==> src/rtl/id_ex_decode_if.sv <==
// id_ex_decode_if: IF/ID-side inputs and ID/EX-side outputs of the decode stage
// slave modport: the decode stage (consumes if_*/rs*_data/stall/flush, drives ex_*)
// master modport: the surrounding pipeline (drives inputs, observes ex_*)
interface id_ex_decode_if;
  logic        if_valid;
  logic [31:0] if_instr;
  logic [31:0] if_pc;
  logic [31:0] rs1_data;
  logic [31:0] rs2_data;
  logic        stall;
  logic        flush;
  logic        ex_valid;
  logic [3:0]  ex_alu_sel;
  logic [31:0] ex_alu_src_a;
  logic [31:0] ex_alu_src_b;
  logic [31:0] ex_rs2_data;
  logic [31:0] ex_pc;
  logic [31:0] ex_link;
  logic [4:0]  ex_rd;
  logic        ex_reg_we;
  logic        ex_mem_re;
  logic        ex_mem_we;
  logic        ex_branch;
  logic        ex_jump;
  logic [2:0]  ex_funct3;
  logic        ex_illegal;
  modport slave (
    input  if_valid, if_instr, if_pc, rs1_data, rs2_data, stall, flush,
    output ex_valid, ex_alu_sel, ex_alu_src_a, ex_alu_src_b, ex_rs2_data, ex_pc, ex_link,
           ex_rd, ex_reg_we, ex_mem_re, ex_mem_we, ex_branch, ex_jump, ex_funct3, ex_illegal
  );
  modport master (
    output if_valid, if_instr, if_pc, rs1_data, rs2_data, stall, flush,
    input  ex_valid, ex_alu_sel, ex_alu_src_a, ex_alu_src_b, ex_rs2_data, ex_pc, ex_link,
           ex_rd, ex_reg_we, ex_mem_re, ex_mem_we, ex_branch, ex_jump, ex_funct3, ex_illegal
  );
endinterface

==> src/rtl/id_ex_decode.sv <==
// id_ex_decode: RV32I decode plus stall/flush-controlled ID/EX pipeline register
// ports: clk, rst_n (sync active-low), bus (id_ex_decode_if.slave: IF/ID inputs, ex_* outputs)
// option: ID_ILLEGAL_DETECT_EN flags undecodable instructions on ex_illegal
module id_ex_decode (
  input logic           clk,
  input logic           rst_n,
  id_ex_decode_if.slave bus
);
  localparam logic [3:0] ALU_ADD  = 4'd0;
  localparam logic [3:0] ALU_SUB  = 4'd1;
  localparam logic [3:0] ALU_SLL  = 4'd2;
  localparam logic [3:0] ALU_SLT  = 4'd3;
  localparam logic [3:0] ALU_SLTU = 4'd4;
  localparam logic [3:0] ALU_XOR  = 4'd5;
  localparam logic [3:0] ALU_SRL  = 4'd6;
  localparam logic [3:0] ALU_SRA  = 4'd7;
  localparam logic [3:0] ALU_OR   = 4'd8;
  localparam logic [3:0] ALU_AND  = 4'd9;
  localparam logic [3:0] ALU_LUI  = 4'd10;
  localparam logic [3:0] ALU_JALR = 4'd11;
  typedef struct packed {
    logic        valid;
    logic [3:0]  alu;
    logic [31:0] a;
    logic [31:0] b;
    logic [31:0] rs2;
    logic [31:0] pc;
    logic [31:0] link;
    logic [4:0]  rd;
    logic        we;
    logic        re;
    logic        mwe;
    logic        br;
    logic        jmp;
    logic [2:0]  f3;
    logic        ill;
  } ex_t;
  localparam ex_t BUB = '{alu: ALU_ADD, default: '0};
  ex_t ex_d, ex_q;
  logic        known;
  logic [31:0] in;
  logic [6:0]  op, f7;
  logic [2:0]  f3;
  logic [4:0]  rd;
  logic [31:0] imm_i, imm_s, imm_b, imm_u, imm_j;
  assign in    = bus.if_instr;
  assign op    = in[6:0];
  assign f7    = in[31:25];
  assign f3    = in[14:12];
  assign rd    = in[11:7];
  assign imm_i = {{20{in[31]}}, in[31:20]};
  assign imm_s = {{20{in[31]}}, in[31:25], in[11:7]};
  assign imm_b = {{19{in[31]}}, in[31], in[7], in[30:25], in[11:8], 1'b0};
  assign imm_u = {in[31:12], 12'b0};
  assign imm_j = {{11{in[31]}}, in[31], in[19:12], in[20], in[30:21], 1'b0};
  function automatic logic [3:0] alu_of(input logic [2:0] f, input logic alt, input logic sub_ok);
    case (f)
      3'b000:  return (alt && sub_ok) ? ALU_SUB : ALU_ADD;
      3'b001:  return ALU_SLL;
      3'b010:  return ALU_SLT;
      3'b011:  return ALU_SLTU;
      3'b100:  return ALU_XOR;
      3'b101:  return alt ? ALU_SRA : ALU_SRL;
      3'b110:  return ALU_OR;
      default: return ALU_AND;
    endcase
  endfunction
`ifdef ID_ILLEGAL_DETECT_EN
  logic bad;
  // funct7 must be 0 or 0x20, except SLLI which only allows 0; BRANCH funct3 010/011 are reserved
  assign bad = !known
             || (op == 7'b0110011 && f7 != 7'h00 && f7 != 7'h20)
             || (op == 7'b0010011 && f3 == 3'b001 && f7 != 7'h00)
             || (op == 7'b0010011 && f3 == 3'b101 && f7 != 7'h00 && f7 != 7'h20)
             || (op == 7'b1100011 && f3[2:1] == 2'b01);
`endif
  always_comb begin
    ex_d = BUB;
    known = 1'b1;
    ex_d.valid = 1'b1;
    ex_d.pc = bus.if_pc;
    ex_d.link = bus.if_pc + 32'd4;
    ex_d.rd = rd;
    ex_d.f3 = f3;
    ex_d.rs2 = bus.rs2_data;
    case (op)
      7'b0110111: begin ex_d.alu = ALU_LUI; ex_d.b = imm_u; ex_d.we = 1'b1; end
      7'b0010111: begin ex_d.a = bus.if_pc; ex_d.b = imm_u; ex_d.we = 1'b1; end
      7'b1101111: begin ex_d.a = bus.if_pc; ex_d.b = imm_j; ex_d.jmp = 1'b1; ex_d.we = 1'b1; end
      7'b1100111: begin ex_d.alu = ALU_JALR; ex_d.a = bus.rs1_data; ex_d.b = imm_i; ex_d.jmp = 1'b1; ex_d.we = 1'b1; end
      7'b1100011: begin ex_d.a = bus.if_pc; ex_d.b = imm_b; ex_d.br = 1'b1; end
      7'b0000011: begin ex_d.a = bus.rs1_data; ex_d.b = imm_i; ex_d.re = 1'b1; ex_d.we = 1'b1; end
      7'b0100011: begin ex_d.a = bus.rs1_data; ex_d.b = imm_s; ex_d.mwe = 1'b1; end
      7'b0010011: begin ex_d.alu = alu_of(f3, in[30], 1'b0); ex_d.a = bus.rs1_data; ex_d.b = imm_i; ex_d.we = 1'b1; end
      7'b0110011: begin ex_d.alu = alu_of(f3, in[30], 1'b1); ex_d.a = bus.rs1_data; ex_d.b = bus.rs2_data; ex_d.we = 1'b1; end
      default:    known = 1'b0;
    endcase
    ex_d.we = ex_d.we && rd != 5'd0;
`ifdef ID_ILLEGAL_DETECT_EN
    if (!bus.if_valid) ex_d = BUB;
    else if (bad) begin
      ex_d = BUB;
      ex_d.valid = 1'b1;
      ex_d.ill = 1'b1;
    end
`else
    if (!bus.if_valid || !known) ex_d = BUB;
`endif
  end
  always_ff @(posedge clk) begin
    if (!rst_n) ex_q <= '0;
    else if (bus.flush) ex_q <= BUB;
    else if (!bus.stall) ex_q <= ex_d;
  end
  assign bus.ex_valid     = ex_q.valid;
  assign bus.ex_alu_sel   = ex_q.alu;
  assign bus.ex_alu_src_a = ex_q.a;
  assign bus.ex_alu_src_b = ex_q.b;
  assign bus.ex_rs2_data  = ex_q.rs2;
  assign bus.ex_pc        = ex_q.pc;
  assign bus.ex_link      = ex_q.link;
  assign bus.ex_rd        = ex_q.rd;
  assign bus.ex_reg_we    = ex_q.we;
  assign bus.ex_mem_re    = ex_q.re;
  assign bus.ex_mem_we    = ex_q.mwe;
  assign bus.ex_branch    = ex_q.br;
  assign bus.ex_jump      = ex_q.jmp;
  assign bus.ex_funct3    = ex_q.f3;
  assign bus.ex_illegal   = ex_q.ill;
endmodule

==> src/flat_wrapper.sv <==
// flat-port wrapper written by rule: the top's interface ports become plain ports
module id_ex_decode_flat 
  (clk, rst_n, bus_if_valid, bus_if_instr, bus_if_pc, bus_rs1_data, bus_rs2_data, bus_stall, bus_flush, bus_ex_valid, bus_ex_alu_sel, bus_ex_alu_src_a, bus_ex_alu_src_b, bus_ex_rs2_data, bus_ex_pc, bus_ex_link, bus_ex_rd, bus_ex_reg_we, bus_ex_mem_re, bus_ex_mem_we, bus_ex_branch, bus_ex_jump, bus_ex_funct3, bus_ex_illegal);
  id_ex_decode_if bus_i ();
  input logic clk;
  input logic rst_n;
  input wire logic [$bits(bus_i.if_valid)-1:0] bus_if_valid;
  input wire logic [$bits(bus_i.if_instr)-1:0] bus_if_instr;
  input wire logic [$bits(bus_i.if_pc)-1:0] bus_if_pc;
  input wire logic [$bits(bus_i.rs1_data)-1:0] bus_rs1_data;
  input wire logic [$bits(bus_i.rs2_data)-1:0] bus_rs2_data;
  input wire logic [$bits(bus_i.stall)-1:0] bus_stall;
  input wire logic [$bits(bus_i.flush)-1:0] bus_flush;
  output wire logic [$bits(bus_i.ex_valid)-1:0] bus_ex_valid;
  output wire logic [$bits(bus_i.ex_alu_sel)-1:0] bus_ex_alu_sel;
  output wire logic [$bits(bus_i.ex_alu_src_a)-1:0] bus_ex_alu_src_a;
  output wire logic [$bits(bus_i.ex_alu_src_b)-1:0] bus_ex_alu_src_b;
  output wire logic [$bits(bus_i.ex_rs2_data)-1:0] bus_ex_rs2_data;
  output wire logic [$bits(bus_i.ex_pc)-1:0] bus_ex_pc;
  output wire logic [$bits(bus_i.ex_link)-1:0] bus_ex_link;
  output wire logic [$bits(bus_i.ex_rd)-1:0] bus_ex_rd;
  output wire logic [$bits(bus_i.ex_reg_we)-1:0] bus_ex_reg_we;
  output wire logic [$bits(bus_i.ex_mem_re)-1:0] bus_ex_mem_re;
  output wire logic [$bits(bus_i.ex_mem_we)-1:0] bus_ex_mem_we;
  output wire logic [$bits(bus_i.ex_branch)-1:0] bus_ex_branch;
  output wire logic [$bits(bus_i.ex_jump)-1:0] bus_ex_jump;
  output wire logic [$bits(bus_i.ex_funct3)-1:0] bus_ex_funct3;
  output wire logic [$bits(bus_i.ex_illegal)-1:0] bus_ex_illegal;
  assign bus_i.if_valid = bus_if_valid;
  assign bus_i.if_instr = bus_if_instr;
  assign bus_i.if_pc = bus_if_pc;
  assign bus_i.rs1_data = bus_rs1_data;
  assign bus_i.rs2_data = bus_rs2_data;
  assign bus_i.stall = bus_stall;
  assign bus_i.flush = bus_flush;
  assign bus_ex_valid = bus_i.ex_valid;
  assign bus_ex_alu_sel = bus_i.ex_alu_sel;
  assign bus_ex_alu_src_a = bus_i.ex_alu_src_a;
  assign bus_ex_alu_src_b = bus_i.ex_alu_src_b;
  assign bus_ex_rs2_data = bus_i.ex_rs2_data;
  assign bus_ex_pc = bus_i.ex_pc;
  assign bus_ex_link = bus_i.ex_link;
  assign bus_ex_rd = bus_i.ex_rd;
  assign bus_ex_reg_we = bus_i.ex_reg_we;
  assign bus_ex_mem_re = bus_i.ex_mem_re;
  assign bus_ex_mem_we = bus_i.ex_mem_we;
  assign bus_ex_branch = bus_i.ex_branch;
  assign bus_ex_jump = bus_i.ex_jump;
  assign bus_ex_funct3 = bus_i.ex_funct3;
  assign bus_ex_illegal = bus_i.ex_illegal;
  id_ex_decode u_core (.clk(clk), .rst_n(rst_n), .bus(bus_i));
endmodule
==> config.mk <==
export PLATFORM = sky130hd
export DESIGN_NAME = id_ex_decode_flat
export DESIGN_NICKNAME = d
export VERILOG_FILES = /design/src/rtl/id_ex_decode_if.sv /design/src/rtl/id_ex_decode.sv /design/src/flat_wrapper.sv
export SDC_FILE = /design/constraint.sdc
export NUM_CORES = 1
export LEC_CHECK = 0
export CORE_AREA = 2 2 134 136
export CTS_CLUSTER_SIZE = 12
export DETAILED_ROUTE_END_ITERATION = 10
export DIE_AREA = 0 0 136 138
export GPL_ROUTABILITY_DRIVEN = 1
export HOLD_SLACK_MARGIN = 0.03
export PLACE_DENSITY = 0.75
export SKIP_LAST_GASP = 1
export SYNTH_ARGS = -nofsm -noshare
export SYNTH_HDL_FRONTEND = slang
export SYNTH_SLANG_ARGS = --single-unit
==> constraint.sdc <==
create_clock -name clk -period 1.64 [get_ports clk]
set_input_delay 0.164 -clock clk [delete_from_list [all_inputs] [get_ports clk]]
set_output_delay 0.164 -clock clk [all_outputs]
set_load 0.02 [all_outputs]
Word level (Yosys, flattened, before mapping)
Cells that the tools add are included.
{"block": "word_totals", "regBits": 179, "inputBits": 133, "ram_bits": 0, "latchBits": 0, "memories": 0, "romBits": 0, "out_inout_bits": 179}
{"block": "op_classes", "add_sub_neg": 1, "muxes": 14, "reduce_logical": 14, "mul": 0, "bitwise_logic": 1, "shift": 0, "div_mod_pow": 0, "n_eq_ne": 15, "magnitude_cmp": 0}
{"op": "32-bit one-hot mux with 6 select lines", "n": 1}
{"op": "179-bit two-way mux", "n": 1}
{"op": "32-bit one-hot mux with 2 select lines", "n": 1}
{"op": "4-bit one-hot mux with 7 select lines", "n": 2}
{"op": "32-bit by 3-bit adder with 32-bit output, second input constant", "n": 1}
{"op": "7-bit by 6-bit == test with 1-bit output, second input constant", "n": 3}
{"op": "7-bit == test, second input constant", "n": 3}
{"op": "4-bit one-hot mux with 4 select lines", "n": 1}
{"op": "7-bit by 5-bit == test with 1-bit output, second input constant", "n": 2}
{"op": "3-bit == test, second input constant", "n": 3}
{"op": "9-bit OR reduction", "n": 1}
{"op": "1-bit two-way mux", "n": 8}
{"op": "7-bit by 2-bit == test with 1-bit output, second input constant", "n": 1}
{"op": "7-bit OR reduction", "n": 1}
{"op": "3-bit by 2-bit == test with 1-bit output, second input constant", "n": 2}
{"op": "2-bit OR reduction", "n": 3}
{"op": "3-bit OR reduction", "n": 2}
{"op": "5-bit nonzero test", "n": 1}
{"op": "5-bit OR reduction", "n": 1}
{"op": "3-bit by 1-bit == test with 1-bit output, second input constant", "n": 1}
{"op": "3-bit logical NOT", "n": 1}
{"op": "1-bit logical NOT", "n": 2}
{"op": "1-bit logical AND", "n": 1}
{"op": "1-bit logical OR", "n": 1}
{"op": "1-bit NOT", "n": 1}

Logic depth before layout (Yosys ltp)
{"block": "logic_depth", "ltp_word": 6, "ltp_mapped": 8, "depth_no_buf": 5}

Worst setup path after synthesis
Ideal clock, no wire load.
{"block": "synth_timing", "path_kind": "input -> register", "start": "input bus_if_instr[6]", "end": "register u_core.ex_q (netlist bit u_core.bus.ex_alu_src_a[21])", "arrival_ns": 1.367, "cell_stages": 8, "path_slack_ns": 0.154, "setup_time_ns": 0.119, "path_cell_list": "buf_2 > and3b_1 > clkbuf_1 > o2bb2ai_1 > a22o_2 > buf_4 > a22oi_1 > o21ai_1"}
{"block": "synth_via", "elab_chain_len": 6, "elab_cells_between_ends": 17, "cone_classes": "9 x eq/ne; 3 x mux; 5 x reduce/logical"}
{"item": "from (decl)", "line": "flat_wrapper.sv:8", "rtl": "input wire logic [$bits(bus_i.if_instr)-1:0] bus_if_instr;"}
{"item": "7-bit by 5-bit == test with 1-bit output (tied with other cells)", "line": "id_ex_decode.sv:86", "rtl": "case (op)"}
{"item": "9-bit OR reduction (no source line)"}
{"item": "1-bit two-way mux", "line": "id_ex_decode.sv:86"}
{"item": "1-bit logical NOT", "line": "id_ex_decode.sv:107", "rtl": "if (!bus.if_valid || !known) ex_d = BUB;"}
{"item": "1-bit logical OR", "line": "id_ex_decode.sv:107"}
{"item": "179-bit two-way mux *", "line": "id_ex_decode.sv:107"}
{"item": "to (signal assigned)", "line": "id_ex_decode.sv:111", "rtl": "if (!rst_n) ex_q <= '0;"}
{"item": "to (signal assigned)", "line": "id_ex_decode.sv:112", "rtl": "else if (bus.flush) ex_q <= BUB;"}
{"item": "to (signal assigned)", "line": "id_ex_decode.sv:113", "rtl": "else if (!bus.stall) ex_q <= ex_d;"}
{"item": "to (decl)", "line": "id_ex_decode.sv:39", "rtl": "ex_t ex_d, ex_q;"}
Mark *: on every way between the ends. The rest lies on a longest branch, timed or not.
A chain may end at the register's enable or synchronous reset.

Final worst setup path
{"block": "layout_timing", "start": "register u_core.ex_q (netlist bit u_core.bus.ex_alu_src_b[1])", "end": "output bus_ex_alu_src_b[1]"}
{"item": "to (decl)", "line": "flat_wrapper.sv:17", "rtl": "output wire logic [$bits(bus_i.ex_alu_src_b)-1:0] bus_ex_alu_src_b;"}
No word-level cell between the ends.

==> impl_metrics.env <==
export IMPL_slew_violations=0
export IMPL_synth_xor_area_share_pct=3.45
export IMPL_crit_slowest_cell="clkdlybuf4s50_1"
export IMPL_synth_compound_area_share_pct=26.2
export IMPL_synth_seq_area_share_pct=49.5
export IMPL_p_leak_nw=4.40
export IMPL_via_count=7512
export IMPL_dp_cells=1344
export IMPL_cts_root_buf="clkbuf_16"
export IMPL_yosys_area_share_adder_pct=0.176
export IMPL_drc=0
export IMPL_die_width_um=136
export IMPL_setup_viol=0
export IMPL_cts_buffer_depth=2
export IMPL_async_flop_share_pct=0
export IMPL_synth_fp_nets=891
export IMPL_crit_type="reg2out"
export IMPL_fin_crit_sh_pct=97.3
export IMPL_p_per_area_mw_per_mm2=810
export IMPL_routed_via_density=5.42
export IMPL_port_buffers=310
export IMPL_ioPinCount=312
export IMPL_htreeDepth=4
export IMPL_post_route_cell_area_mm2=0.0120
export IMPL_netlist_instances=757
export IMPL_power_mw=9.72
export IMPL_rows=49
export IMPL_path_cells="clkdlybuf4s50_1"
export IMPL_avgRoutedWirePerCell_um=18.6
export IMPL_area_delta_synth_final_pct=68.8
export IMPL_status="finished, final reports clean"
export IMPL_firstDrtPassIters=6
export IMPL_initial_core_util_pct=40.6
export IMPL_yosysWarnings=0
export IMPL_cp_num_buf_inv=1
export IMPL_final_util_pct=68.5
export IMPL_clock_latency_ns=0.43
export IMPL_nets=1278
export IMPL_grt_start_max_net_pins=59
export IMPL_clk_pin_slew_ns=0.07
export IMPL_finalNonFillerCells=1386
export IMPL_hold_class="in2reg"
export IMPL_detailed_place_hpwl_um=18600
export IMPL_overflow=0
export IMPL_maxCapViolations=0
export IMPL_grt_pass1_wl_um=39900
export IMPL_numCtsBuffers=17
export IMPL_hold_start="bus_if_pc[0]"
export IMPL_worst_slew_pin_slew_ns=0.879
export IMPL_place_area_mm2=0.0112
export IMPL_end_kind="primary output"
export IMPL_skew_ns=0
export IMPL_worstReg2RegStart="u_core.bus.ex_alu_sel[3]$_SDFFE_PP0N_"
export IMPL_synth_cell_types=61
export IMPL_cp_data_required_time_ns=1.48
export IMPL_cp_slowest_stage_delay_ns=0.63
export IMPL_wirelength_um=25800
export IMPL_vdd_ir_drop_max_mv=0.735
export IMPL_drtIter0Drc=453
export IMPL_start_kind="flip-flop"
export IMPL_diodes=0
export IMPL_ant_nets=0
export IMPL_place_worst_setup_slack_ns=-0.589
export IMPL_synth_edf_count=0
export IMPL_core_area_mm2=0.0175
export IMPL_holdPathStages=2
export IMPL_synthSimpleGateAreaFrac_pct=14.7
export IMPL_clock_sinks=176
export IMPL_muxShareOfSynthArea_pct=0.598
export IMPL_worst_slack_ns=0.0437
export IMPL_antenna_found_initial=0
export IMPL_ff2ff_path_depth=4
export IMPL_hold_path_end="u_core.bus.ex_link[0]$_SDFFE_PP0N_"
export IMPL_chipHeight_um=138
export IMPL_slew_headroom_pct=41.2
export IMPL_grtUsageTotal_pct=26.9
export IMPL_layout_min_cycle_time_ns=1.60
export IMPL_drive_gt1_share_pct=15.0
export IMPL_ys_flop_type="dfxtp_1"
export IMPL_cts_tree="done"
export IMPL_r2r_setup_slack_ns=0.88
export IMPL_synth_seq_cells=176
export IMPL_fmax_mhz=626
export IMPL_reg2reg_to="u_core.bus.ex_alu_sel[3]$_SDFFE_PP0N_"
export IMPL_crit_arrival_ns=1.43
export IMPL_hold_buffers=0
export IMPL_final_hold_viol_count=0
export IMPL_synth_top_family_by_area="compound AO/OA/AOI/OAI gates"
export IMPL_grt_pass1_vias=7417
export IMPL_place_congestion=0.896
export IMPL_die_area_mm2=0.0188
export IMPL_syn_avg_cell_area_um2=9.40
export IMPL_netlist_area_mm2=0.00712
export IMPL_path_delay_family="buffers and inverters"
export IMPL_worst_path_max_fanout=2
-- cells in the final DEF, fill, tap and decap left out, drive strengths merged, types with 2 or more instances in the layout --
master / n
a22o: 79
nand2b: 3
dlymetal6s2s: 2
nor2: 19
mux2: 2
nand3: 16
nor2b: 4
a221oi: 19
bufbuf: 2
nor4: 8
clkdlybuf4s50: 297
dfxtp: 176
o2bb2ai: 2
and2: 5
nand4: 5
clkbuf: 19
bufinv: 4
clkinv: 4
a21oi: 11
a22oi: 43
xor2: 11
dlygate4sd2: 10
a21boi: 2
and3: 5
mux2i: 2
o21ai: 104
buf: 120
nor3: 8
nand4b: 2
nand2: 119
nor4b: 2
and4: 5
xnor2: 17
inv: 8
a32oi: 2
-- routing by layer --
layer | wire, um | vias to the layer above | global-route usage [%]
li1 | - | 3558 | -
met1 | 10400 | 3550 | 32.9
met2 | 12400 | 349 | 44.4
met3 | 2360 | 55 | 8.25
met4 | 734 | 0 | 9.59
met5 | 0 | - | 0
-- kinds of logic (layout without fill, tap and decap cells) --
group           Yosys count  count (layout)
xor+xnor                 28              28
fa+ha+maj                 1               1
mux                       4               4
flops                   176             176
compound gates          269             269
buf+inv                  68             468
other cells               1               1
simple gates            210             210
-- timing repair --
action,4_1_cts,5_1_grt
gates cloned,2,0
hold endpoints to repair,0,0
setup buffers,8,0
gates resized for setup,17,4
setup endpoints to repair,155,17
pin swaps,2,0
-- worst max path at each step --
stage	slack, ns	cells past startpoint	endpoint	startpoint
2_1_floorplan	0.15	8	u_core.bus.ex_alu_src_a[21]$_SDFFE_PP0N_	bus_if_instr[6]
3_3_place_gp	-0.52	8	u_core.bus.ex_pc[5]$_SDFFE_PP0N_	bus_if_instr[2]
3_5_place_dp	-0.59	6	u_core.bus.ex_alu_src_b[16]$_SDFFE_PP0N_	bus_if_instr[2]
4_1_cts	0.01	1	bus_ex_alu_src_b[13]	u_core.bus.ex_alu_src_b[13]$_SDFFE_PP0N_
5_1_grt	-0.09	6	u_core.bus.ex_link[26]$_SDFFE_PP0N_	bus_if_pc[8]
6_report	0.04	1	bus_ex_alu_src_b[1]	u_core.bus.ex_alu_src_b[1]$_SDFFE_PP0N_
-- where the power goes --
| part | total [mW] | internal [mW] | leakage, nW | switching [mW] |
|---|---|---|---|---|
| clock network | 4.46 | 2.67 | 0.318 | 1.79 |
| logic | 0.974 | 0.550 | 2.67 | 0.425 |
| registers | 4.28 | 4.28 | 1.42 | 0.00471 |
-- sequential cells by signal, summed over array words and instances (netlist names) --
name	count
u_core.bus.ex_funct3	3
u_core.bus.ex_link	32
u_core.bus.ex_alu_src_a	32
u_core.bus.ex_rs2_data	32
u_core.bus.ex_alu_src_b	32
u_core.bus.ex_valid	1
u_core.bus.ex_pc	30
u_core.bus.ex_mem_we	1
u_core.bus.ex_rd	5
u_core.bus.ex_mem_re	1
u_core.bus.ex_reg_we	1
u_core.bus.ex_alu_sel	4
u_core.bus.ex_branch	1
u_core.bus.ex_jump	1
-- Yosys cell counts (2+ instances only) --
| master | count | area share (%) |
|---|---|---|
| a21boi_0 | 2 | 0.21 |
| a21oi_1 | 11 | 0.77 |
| a221oi_1 | 19 | 2.3 |
| a22o_1 | 78 | 9.6 |
| a22oi_1 | 43 | 4.5 |
| a32oi_1 | 2 | 0.25 |
| and2_1 | 4 | 0.35 |
| and3_1 | 5 | 0.44 |
| and4_1 | 5 | 0.62 |
| buf_1 | 5 | 0.26 |
| buf_2 | 17 | 1.2 |
| buf_4 | 6 | 0.63 |
| buf_6 | 10 | 1.6 |
| clkbuf_1 | 24 | 1.3 |
| clkbuf_2 | 2 | 0.14 |
| dfxtp_1 | 176 | 50 |
| inv_1 | 4 | 0.21 |
| mux2_2 | 2 | 0.32 |
| mux2i_1 | 2 | 0.28 |
| nand2_1 | 117 | 6.2 |
| nand2_2 | 2 | 0.18 |
| nand2b_1 | 3 | 0.26 |
| nand3_1 | 15 | 1.1 |
| nand4_1 | 4 | 0.35 |
| nand4b_1 | 2 | 0.25 |
| nor2_1 | 19 | 1.0 |
| nor2b_1 | 4 | 0.35 |
| nor3_1 | 7 | 0.49 |
| nor4_1 | 7 | 0.62 |
| o21ai_0 | 43 | 3.0 |
| o21ai_1 | 60 | 4.2 |
| o2bb2ai_1 | 2 | 0.25 |
| xnor2_1 | 17 | 2.1 |
| xor2_1 | 11 | 1.4 |
-- area by class of cell --
cell class | instances | area (um^2)
Clock buffer | 19 | 453
Clock inverter | 13 | 199
Fill cell | 1417 | 5520
Inverter | 4 | 15.0
Multi-Input combinational cell | 513 | 3280
Sequential cell | 176 | 3520
Tap cell | 229 | 287
Timing Repair Buffer | 432 | 4260
-- worst reg2reg max path: cells and delay by family, from the launching register on --
family / cells / cell delay, ns
flops: 1 / 0.31
compound gates: 3 / 0.26
simple gates: 1 / 0.08
-- per-stage QoR --
stage,TNS [ns],hold WS [ns]
6_report,0,0.372
5_1_grt,-0.119,0.374
4_1_cts,0,0.363
3_5_place_dp,-81.18,0.438
3_3_place_gp,-80.93,0.432
2_1_floorplan,0,0.264
No activity file was read; power rests on OpenSTA's default activity.
